<file path="config.mk">
export PLATFORM = sky130hd
export DESIGN_NAME = fetch_unit
export DESIGN_NICKNAME = d
export VERILOG_FILES = /design/src/rtl/fetch_unit.sv
export SDC_FILE = /design/constraint.sdc
export NUM_CORES = 1
export LEC_CHECK = 0
export CORE_MARGIN = 3
export CORE_UTILIZATION = 42
export DETAILED_ROUTE_END_ITERATION = 10
export PLACE_DENSITY = 0.76
export SLEW_MARGIN = 30
export SYNTH_ARGS = -nofsm -noshare
export SYNTH_HDL_FRONTEND = slang
export SYNTH_SLANG_ARGS = --single-unit
</file>
<file path="constraint.sdc">
create_clock -name clk -period 2.3 [get_ports clk]
set_input_delay 0.345 -clock clk [delete_from_list [all_inputs] [get_ports clk]]
set_output_delay 0.345 -clock clk [all_outputs]
set_load 0.1 [all_outputs]
</file>
<file path="src/rtl/fetch_unit.sv">
// Instruction-fetch stage: holds the PC, fetches one word at a time from ROM over
// req/ack, and presents it to decode over valid/ready with jump and flush redirects.
module fetch_unit #(
  parameter logic [15:0] RESET_VECTOR = 16'h0000
) (
  input  logic        clk,
  input  logic        rst_n,
  input  logic [15:0] jump_addr,
  input  logic        jump,
  input  logic        flush,
  input  logic [15:0] flush_addr,
  output logic        rom_req,
  output logic [15:0] rom_addr,
  input  logic        rom_ack,
  input  logic [15:0] rom_data,
  output logic        instr_valid,
  output logic [15:0] instr,
  output logic [15:0] pc_out,
  input  logic        instr_ready
);

  typedef enum logic {
    REQ  = 1'b0,
    HOLD = 1'b1
  } state_t;

  state_t      state_q, state_d;
  logic        discard_q, discard_d;
  logic [15:0] redirect_q, redirect_d;
  logic        rom_req_q, rom_req_d;
  logic [15:0] rom_addr_q, rom_addr_d;
  logic        valid_q, valid_d;
  logic [15:0] instr_q, instr_d;
  logic [15:0] pc_q, pc_d;

  logic        ack;
  logic        accept;
  logic [15:0] seq_addr;

  // An ack only counts against a request we actually issued.
  assign ack      = rom_ack & rom_req_q;
  assign accept   = valid_q & instr_ready;
  assign seq_addr = jump ? jump_addr : pc_q + 16'd1;

  always_comb begin
    state_d    = state_q;
    discard_d  = discard_q;
    redirect_d = redirect_q;
    rom_req_d  = rom_req_q;
    rom_addr_d = rom_addr_q;
    valid_d    = valid_q;
    instr_d    = instr_q;
    pc_d       = pc_q;

    unique case (state_q)
      REQ: begin
        if (!rom_req_q) begin
          // Idle cycle right after reset: nothing outstanding, so a flush can retarget directly.
          rom_req_d = 1'b1;
          if (flush) rom_addr_d = flush_addr;
        end else if (ack) begin
          if (flush) begin
            rom_addr_d = flush_addr;
            discard_d  = 1'b0;
          end else if (discard_q) begin
            rom_addr_d = redirect_q;
            discard_d  = 1'b0;
          end else begin
            instr_d   = rom_data;
            pc_d      = rom_addr_q;
            valid_d   = 1'b1;
            rom_req_d = 1'b0;
            state_d   = HOLD;
          end
        end else if (flush) begin
          // The request in flight cannot be withdrawn; remember where to go once it lands.
          discard_d  = 1'b1;
          redirect_d = flush_addr;
        end
      end
      HOLD: begin
        if (flush || accept) begin
          rom_addr_d = flush ? flush_addr : seq_addr;
          rom_req_d  = 1'b1;
          valid_d    = 1'b0;
          state_d    = REQ;
        end
      end
      default: state_d = REQ;
    endcase
  end

  always_ff @(posedge clk) begin
    if (!rst_n) begin
      state_q    <= REQ;
      discard_q  <= 1'b0;
      rom_req_q  <= 1'b0;
      rom_addr_q <= RESET_VECTOR;
      valid_q    <= 1'b0;
      instr_q    <= 16'h0000;
      pc_q       <= RESET_VECTOR;
    end else begin
      state_q    <= state_d;
      discard_q  <= discard_d;
      rom_req_q  <= rom_req_d;
      rom_addr_q <= rom_addr_d;
      valid_q    <= valid_d;
      instr_q    <= instr_d;
      pc_q       <= pc_d;
    end
  end

  // Pending redirect is only read while discard is set, so it needs no reset.
  always_ff @(posedge clk) begin
    redirect_q <= redirect_d;
  end

  assign rom_req     = rom_req_q;
  assign rom_addr    = rom_addr_q;
  assign instr_valid = valid_q;
  assign instr       = instr_q;
  assign pc_out      = pc_q;

endmodule

</file>
==> summary.md, run 1 <==
| Metric | Value |
|---|---|
| Share of layout cells above drive strength 1 | `20.8%` |
| Synth top area share | `31.6%` |
| Hold Crit Class | `flop to flop` |
| Xor/xnor share of the synthesized area | `3.19%` |
| Clk_lat worst skew | `0.34 ns` |
| Initial core utilization | `44.2%` |
| Area occupied by multi-input gates | `~1700 µm²` |
| Post-CTS sizing | `0` |
| Crit share post-route | `82.6%` |
| Crit path max-delay cell type | `dfxtp_2` |
| Synth area leaders | `dfxtp_1 32%, edfxtp_1 15%, nand2_1 9.7%, a21boi_1 6.4%, a21oi_1 2.7%` |
| Die area | `8940 µm²` |
| Crit path capture type | `flop` |
| Async set-reset flop share out of synthesis | `0%` |
| Crit-path cells | `nor2b_2, nand2_1, or3_1, buf_4, nand2_1, a21boi_0` |
| Vias in the first global route | `between 3000 and 4000` |
| WL final | `about 9700 µm` |
| Mapped cell area | `between 3000 and 4000 µm²` |
| RSZ-0062 raised after global routing | `false` |
| Setup TNS | `0 ns` |
| Worst setup SP type | `flop` |
| Mean Syn Cell Area | `8.90 µm²` |
| Commonest cells after routing, fill and taps aside | `85 x nand2_1, 64 x buf_4, 53 x clkdlybuf4s50_1` |
| DRC viols | `0` |
| Mux cell area share after synthesis | `~1.5%` |
| Number of fill cells | `653` |
| Worst VDD drop | `approximately 0.00046 V` |
| IO Port Bufs | `103` |
| Synth area leader | `dfxtp_1` |
| Core Box Area | `7450 µm²` |
| Largest family of logic cells by synthesized area | `compound AO/OA/AOI/OAI gates` |
| First DRT Iteration DRCs | `174` |
| Register area share after synthesis | `46.2%` |
| Detailed Place HPWL | `7070 µm` |
| Drt wl/cell | `16.7 µm` |
| Design area | `4590 µm²` |
| Pin slew with the least headroom to its limit | `a little over 0.4 ns` |
| Tmin final | `~1.9 ns` |
| Mapped Nets | `around 430` |
| Pwr per Cell Area | `678 nW/µm²` |
| Crit path DAT | `2.12 ns` |
| Data required time of the critical path | `2.52 ns` |
| Total power | `3.11 mW` |
| Setup WS post-layout | `0.400 ns` |
| CTS Buf Count | `9` |
| Die outline width | `94.6 µm` |
| Hold_buf cts | `0` |
| Post-CTS Setup Inserts | `0` |
| Clock net sink count | `68` |
| Clock Tree Buf Depth | `2` |
| YS warnings | `0` |
| Ant diodes | `0` |
| Most common cell after layout, fill and taps aside | `nand2_1` |
| Routability cong. | `slightly above 0.9` |
| All-Layer GR Usage | `22.7%` |
| Sequential power share | `42.9%` |
| Top delay family on crit path | `simple AND/OR/NAND/NOR gates` |
| Final hold vios | `0` |
| Outcome | `finished, final reports clean` |
| Normalized max-slew margin | `72.3%` |
| Compound-Gate Fraction of Synth Area | `24.2%` |
| H-tree lvl count | `3` |
| EDFF count, synth | `16` |
| Sw frac | `32.9%` |
| Via count | `3126` |
| Clock share of power | `32.1%` |
| Final setup fails | `0` |
| Max Transition Viols Final | `0` |
| Syn-to-layout area delta | `39.4%` |
| CP max FO | `35` |
| Critical path class | `flop to flop` |
| Vias per cell | `5.39` |
| Hold_ws | `roughly 0.46 ns` |
| CTS tree | `built` |
| Post-Synth Simple-Gate Area | `20.5%` |
| Final layout net count | `between 500 and 600` |
| Largest net degree at the start of global routing | `47` |
| Placed cell areas | `4390 µm²` |
| Flops & latches, synth | `68` |
| Prevailing post-synth register cell | `dfxtp_1` |
| Seq. cell area | `1530 µm²` |
| Most used cell, CP | `nand2_1` |
| Yosys cell types | `54` |
| Die height | `94.6 µm` |
| Post-Place Worst Slack | `0.203 ns` |
| Leak | `1.75 nW` |
| Internal power | `2.09 mW` |
| Initial antenna violation count | `0` |
| Clk slew on worst S/H paths | `0.07 ns` |
| MaxCap Viol Count | `0` |
| I/O pin total | `104` |
| Max Fclk | `526 MHz` |
| First-pass detailed-route iteration total | `5` |
| Psw | `1.02 mW` |
| Clk Tree Root Cell | `clkbuf_8` |
| CP bufs+invs | `1` |
| FP Rows | `31` |
| Post-DRT Antenna Nets | `0` |
| Clk_skew | `0.00900 ns` |
| Comb power frac | `between 20% and 30%` |
| Crit-path max cell delay | `0.48 ns` |
| First-pass GRT wire length | `around 16000 µm` |
| Overflow after GRT | `0` |
| Synth Area in Adders | `0.380%` |
| Gate Count Post-Synth | `between 300 and 400` |
-- registers in the layout (all words and copies together), names as in the netlist --
name	cells
rom_req	1
redirect_q	16
instr	16
state_q	1
instr_valid	1
rom_addr	16
discard_q	1
pc_out	16
-- power by group through the flow --
stage	clock network [mW]	registers [mW]	logic, mW
detailed placement	0	1.36	0.775
floorplan	0	1.67	0.199
CTS	1.02	1.33	0.777
global route	1.07	1.34	0.816
global placement	0	1.36	0.771
finish	1.00	1.33	0.778
-- worst register-to-register path: stages (launching register included) --
cell and delay (ns):
dfxtp_2 0.48, nor2b_2 0.35, nand2_1 0.17, or3_1 0.32, buf_4 0.26, nand2_1 0.13, a21boi_0 0.08
-- layer usage --
layer / vias to the layer above / track usage, % / part of all wire (%)
li1: 1528 / - / -
met1: 1448 / 26.7 / 42
met2: 136 / 37.8 / 46
met3: 14 / 8.29 / 9.4
met4: 0 / 8.65 / 1.9
met5: - / 0 / 0
-- path summary, 6_finish.rpt --
path	slack [ns]	endpoint	from	cells after the start
worst max register to register	0.40	instr[12]$_SDFFE_PN0P_	rom_req$_SDFFE_PN0P_	6
worst max-delay path	0.40	instr[12]$_SDFFE_PN0P_	rom_req$_SDFFE_PN0P_	6
worst min-delay path	0.46	instr[6]$_SDFFE_PN0P_	instr[6]$_SDFFE_PN0P_	2
worst min register to register	0.46	instr[6]$_SDFFE_PN0P_	instr[6]$_SDFFE_PN0P_	2
-- final cells by class --
cell class,instances,area share [%]
multi-input combinational,272,35.9
sequential,68,33.2
timing repair buffer,120,23.3
clock buffer,12,3.38
tap,99,2.70
clock inverter,4,1.01
inverter,5,0.409
-- synth_stat cells, drive strengths merged, types with 2 or more instances --
cell     instances
o22ai            3
a31oi            6
nand4            4
mux2i            5
nor2            13
a211oi           3
dfxtp           52
inv              5
buf             16
a21oi           19
o221ai           5
nand3            7
nor2b           10
o21ai           17
nand2           85
nor4             4
edfxtp          16
o221a            4
a221oi           2
xnor2            5
a21boi          38
o211ai           6
a2bb2oi          2
nand2b           4
a211o            2
clkbuf           9
nor3             8
xor2             7
-- cells by family (layout without fill, tap and decap cells) --
| kind of cell | count (synthesis) | in the layout |
|---|---|---|
| AO/OA/AOI/OAI | 112 | 112 |
| XOR/XNOR | 12 | 12 |
| adder cells (fa/ha/maj) | 1 | 1 |
| buffers and inverters | 30 | 141 |
| flip-flops | 68 | 68 |
| multiplexers | 5 | 5 |
| AND/OR/NAND/NOR | 142 | 142 |
-- stage by stage --
stage | instances | util, %
2_1_floorplan | 370 | -
3_3_place_gp | 564 | 58.9
3_5_place_dp | 564 | 58.9
4_1_cts | 580 | 61.6
5_1_grt | 580 | 61.6
6_report | 580 | 61.6
Note: power is estimated with default switching activity, not from simulation.
==> run 2: changes to the inputs <==
--- a/config.mk
+++ b/config.mk
@@ -6,9 +6,9 @@
 export NUM_CORES = 1
 export LEC_CHECK = 0
 export CORE_MARGIN = 3
-export CORE_UTILIZATION = 42
+export CORE_UTILIZATION = 47
 export DETAILED_ROUTE_END_ITERATION = 10
-export PLACE_DENSITY = 0.76
+export PLACE_DENSITY = 0.81
 export SLEW_MARGIN = 30
 export SYNTH_ARGS = -nofsm -noshare
 export SYNTH_HDL_FRONTEND = slang
==> constraint.sdc (replaced) <==
create_clock -name clk -period 2 [get_ports clk]
set_input_delay 0.3 -clock clk [delete_from_list [all_inputs] [get_ports clk]]
set_output_delay 0.3 -clock clk [all_outputs]
set_load 0.1 [all_outputs]
==> run 2 against run 1 <==
  * Cell count grew 0.17%
  * Critical path depth rose by 1
  * Flip-flop and latch count is the same
  * Worst hold slack lost 0.0053 ns
  * First-iteration DRC count is 30% higher
  * Power increased by 21%
  * Non-clock buffer count up 7
  * Combinational power rose by 17%
  * Sequential share of layout area fell by 0.34 points
  * Worst setup slack got worse by 0.21 ns
  * Critical endpoint is now rom_addr[2]$_SDFFE_PN0P_
  * Largest power group unchanged
  * Highest routed layer unchanged
==> summary.md, run 2 (synthesis results as in run 1) <==
| Metric | Value |
|---|---|
| Outcome | `finished, final reports clean` |
| Die height | `89.7 µm (-5.1%)` |
| Max Fclk | `551 MHz (+4.7%)` |
| Final hold vios | `0 (unchanged)` |
| Pwr per Cell Area | `801 nW/µm² (+18%)` |
| Core Box Area | `6570 µm² (-12%)` |
| Cell depth of the worst hold path | `2 (unchanged)` |
| Placed cell areas | `4460 µm² (+1.6%)` |
| Routability cong. | `0.886 (-4.7%)` |
| Vias per cell | `5.38 (-0.17%)` |
| Crit share post-route | `90.7% (+8.1 points)` |
| Max Transition Viols Final | `0 (unchanged)` |
| CP max FO | `26 (-26%)` |
| Post-Place Worst Slack | `-0.0361 ns (-0.239 ns)` |
| Crit-path max cell delay | `0.53 ns (+0.05 ns)` |
| Detailed Place HPWL | `6750 µm (-4.6%)` |
| Ant diodes | `0 (unchanged)` |
| Hold_ws | `0.456 ns (-0.00528 ns)` |
| Clock net sink count | `68 (unchanged)` |
| Normalized max-slew margin | `77.0% (+4.7 points)` |
| Share of layout cells above drive strength 1 | `24.2% (+3.4 points)` |
| Drt wl/cell | `16.0 µm (-3.7%)` |
| Data required time of the critical path | `2.24 ns (-0.28 ns)` |
| Setup WS post-layout | `0.186 ns (-0.215 ns)` |
| IO Port Bufs | `103 (unchanged)` |
| DP Cell Count | `565 (+0.18%)` |
| Post-CTS Setup Inserts | `0 (unchanged)` |
| Initial antenna violation count | `0 (unchanged)` |
| Largest net degree at the start of global routing | `38 (-19%)` |
| Clk_lat worst skew | `0.35 ns (about the same)` |
| Hold Crit Class | `flop to flop` |
| Post-DRT Antenna Nets | `0 (unchanged)` |
| Worst VDD drop | `0.000575 V (+24%)` |
| Via count | `3126 (unchanged)` |
| Total power | `3.76 mW (+21%)` |
| Die area | `8050 µm² (-10%)` |
| Setup TNS | `0 ns (unchanged)` |
| RSZ-0062 raised after global routing | `false` |
| CTS tree | `built` |
| WL final | `9320 µm (-3.5%)` |
| Final Non-Filler Cells | `581 (+0.17%)` |
| Worst setup SP type | `flop` |
| All-Layer GR Usage | `23.4% (+0.64 points)` |
| Most common cell after layout, fill and taps aside | `nand2_1` |
| First-pass GRT wire length | `15300 µm (-2.6%)` |
| Clk Tree Root Cell | `clkbuf_8` |
| Vias in the first global route | `3035 (-6.7%)` |
| Commonest cells after routing, fill and taps aside | `85 x nand2_1, 71 x buf_4, 53 x clkdlybuf4s50_1` |
| Leak | `1.81 nW (+3.1%)` |
| MaxCap Viol Count | `0 (unchanged)` |
| DRC viols | `0 (unchanged)` |
| Syn-to-layout area delta | `42.4%` |
| Tmin final | `1.81 ns (-0.0854 ns)` |
| Crit path capture type | `flop` |
| CTS Buf Count | `9 (unchanged)` |
| Clock Tree Buf Depth | `2 (unchanged)` |
| Design area | `4690 µm² (+2.2%)` |
| First DRT Iteration DRCs | `226 (+30%)` |
| Hold_sp | `instr[15]$_SDFFE_PN0P_` |
| Final setup fails | `0 (unchanged)` |
| Crit path max-delay cell type | `dfxtp_1` |
| I/O pin total | `104 (unchanged)` |
| FP Rows | `29 (-6.5%)` |
| Crit-path cells | `buf_4, nor2_1, nor2_1, buf_4, nor2b_1, a21oi_1, a21oi_1` |
| Worst Setup SP | `state_q$_SDFF_PN0_` |
| R2R setup slack | `0.19 ns (-0.21 ns)` |
| Post-CTS sizing | `0 (unchanged)` |
| Clk_skew | `0.00773 ns (-0.00127 ns)` |
| R2r startpoint | `state_q$_SDFF_PN0_` |
| Clk slew on worst S/H paths | `0.08 ns (about the same)` |
| H-tree lvl count | `3 (unchanged)` |
| R2R cell count | `7 (+1)` |
| Overflow after GRT | `0 (unchanged)` |
| First-pass detailed-route iteration total | `4 (-1)` |
| Hold_buf cts | `0 (unchanged)` |
| Critical path class | `flop to flop` |
| Die outline width | `89.7 µm (-5.1%)` |
| Post-layout util | `71.4% (+9.8 points)` |
| Final layout net count | `538 (+1.3%)` |
| Pin slew with the least headroom to its limit | `0.345 ns (-0.0701 ns)` |
| Crit path DAT | `2.05 ns (-0.07 ns)` |
| Initial core utilization | `50.1% (+5.9 points)` |
| Number of fill cells | `503 (-23%)` |
[run 2: changes by cell type in the layout (fill, tap and decap cells not counted), sizes merged]
cell / previous run / this run
bufinv: 1 / 2
inv: 6 / 7
buf: 67 / 74
clkinv: 2 / 1
clkbuf: 12 / 11
[run 2: critical path: cells and delay by family (launching register included)]
family,cells,cell delay [ns]
AO/OA/AOI/OAI,2,0.24
buffers and inverters,2,0.53
flip-flops,1,0.53
AND/OR/NAND/NOR,3,0.40
[run 2: where the power goes]
| part | switching (mW) | internal, mW | leakage, nW | total (mW) |
|---|---|---|---|---|
| Sequential | 0.0573 | 1.47 | 0.578 | 1.53 |
| Combinational | 0.613 | 0.298 | 1.11 | 0.911 |
| Clock | 0.546 | 0.774 | 0.120 | 1.32 |
| Total | 1.22 | 2.54 | 1.81 | 3.76 |
[run 2: metal layers]
| layer | up-vias | wire, µm | share of wire, % | global-route usage (%) |
|---|---|---|---|---|
| met4 | 0 | 76 | 0.82 | 5.36 |
| li1 | 1542 | - | - | - |
| met3 | 6 | 818 | 8.8 | 8.85 |
| met5 | - | 0 | 0 | 0 |
| met2 | 136 | 4140 | 44 | 35.8 |
| met1 | 1442 | 4290 | 46 | 31.4 |
[run 2: layout make-up]
class	count	area [µm²]	area share [%]
Multi-Input combinational cell	272	1660	35.3
Clock inverter	5	81.3	1.73
Tap cell	93	116	2.48
Inverter	5	18.8	0.400
Sequential cell	68	1540	32.9
Clock buffer	11	151	3.23
Timing Repair Buffer	127	1120	24.0
[run 2: path summary, 6_finish.rpt]
| kind | endpoint |
|---|---|
| max | rom_addr[2]$_SDFFE_PN0P_ |
| min | instr[15]$_SDFFE_PN0P_ |
| max reg2reg | rom_addr[2]$_SDFFE_PN0P_ |
| min reg2reg | instr[15]$_SDFFE_PN0P_ |
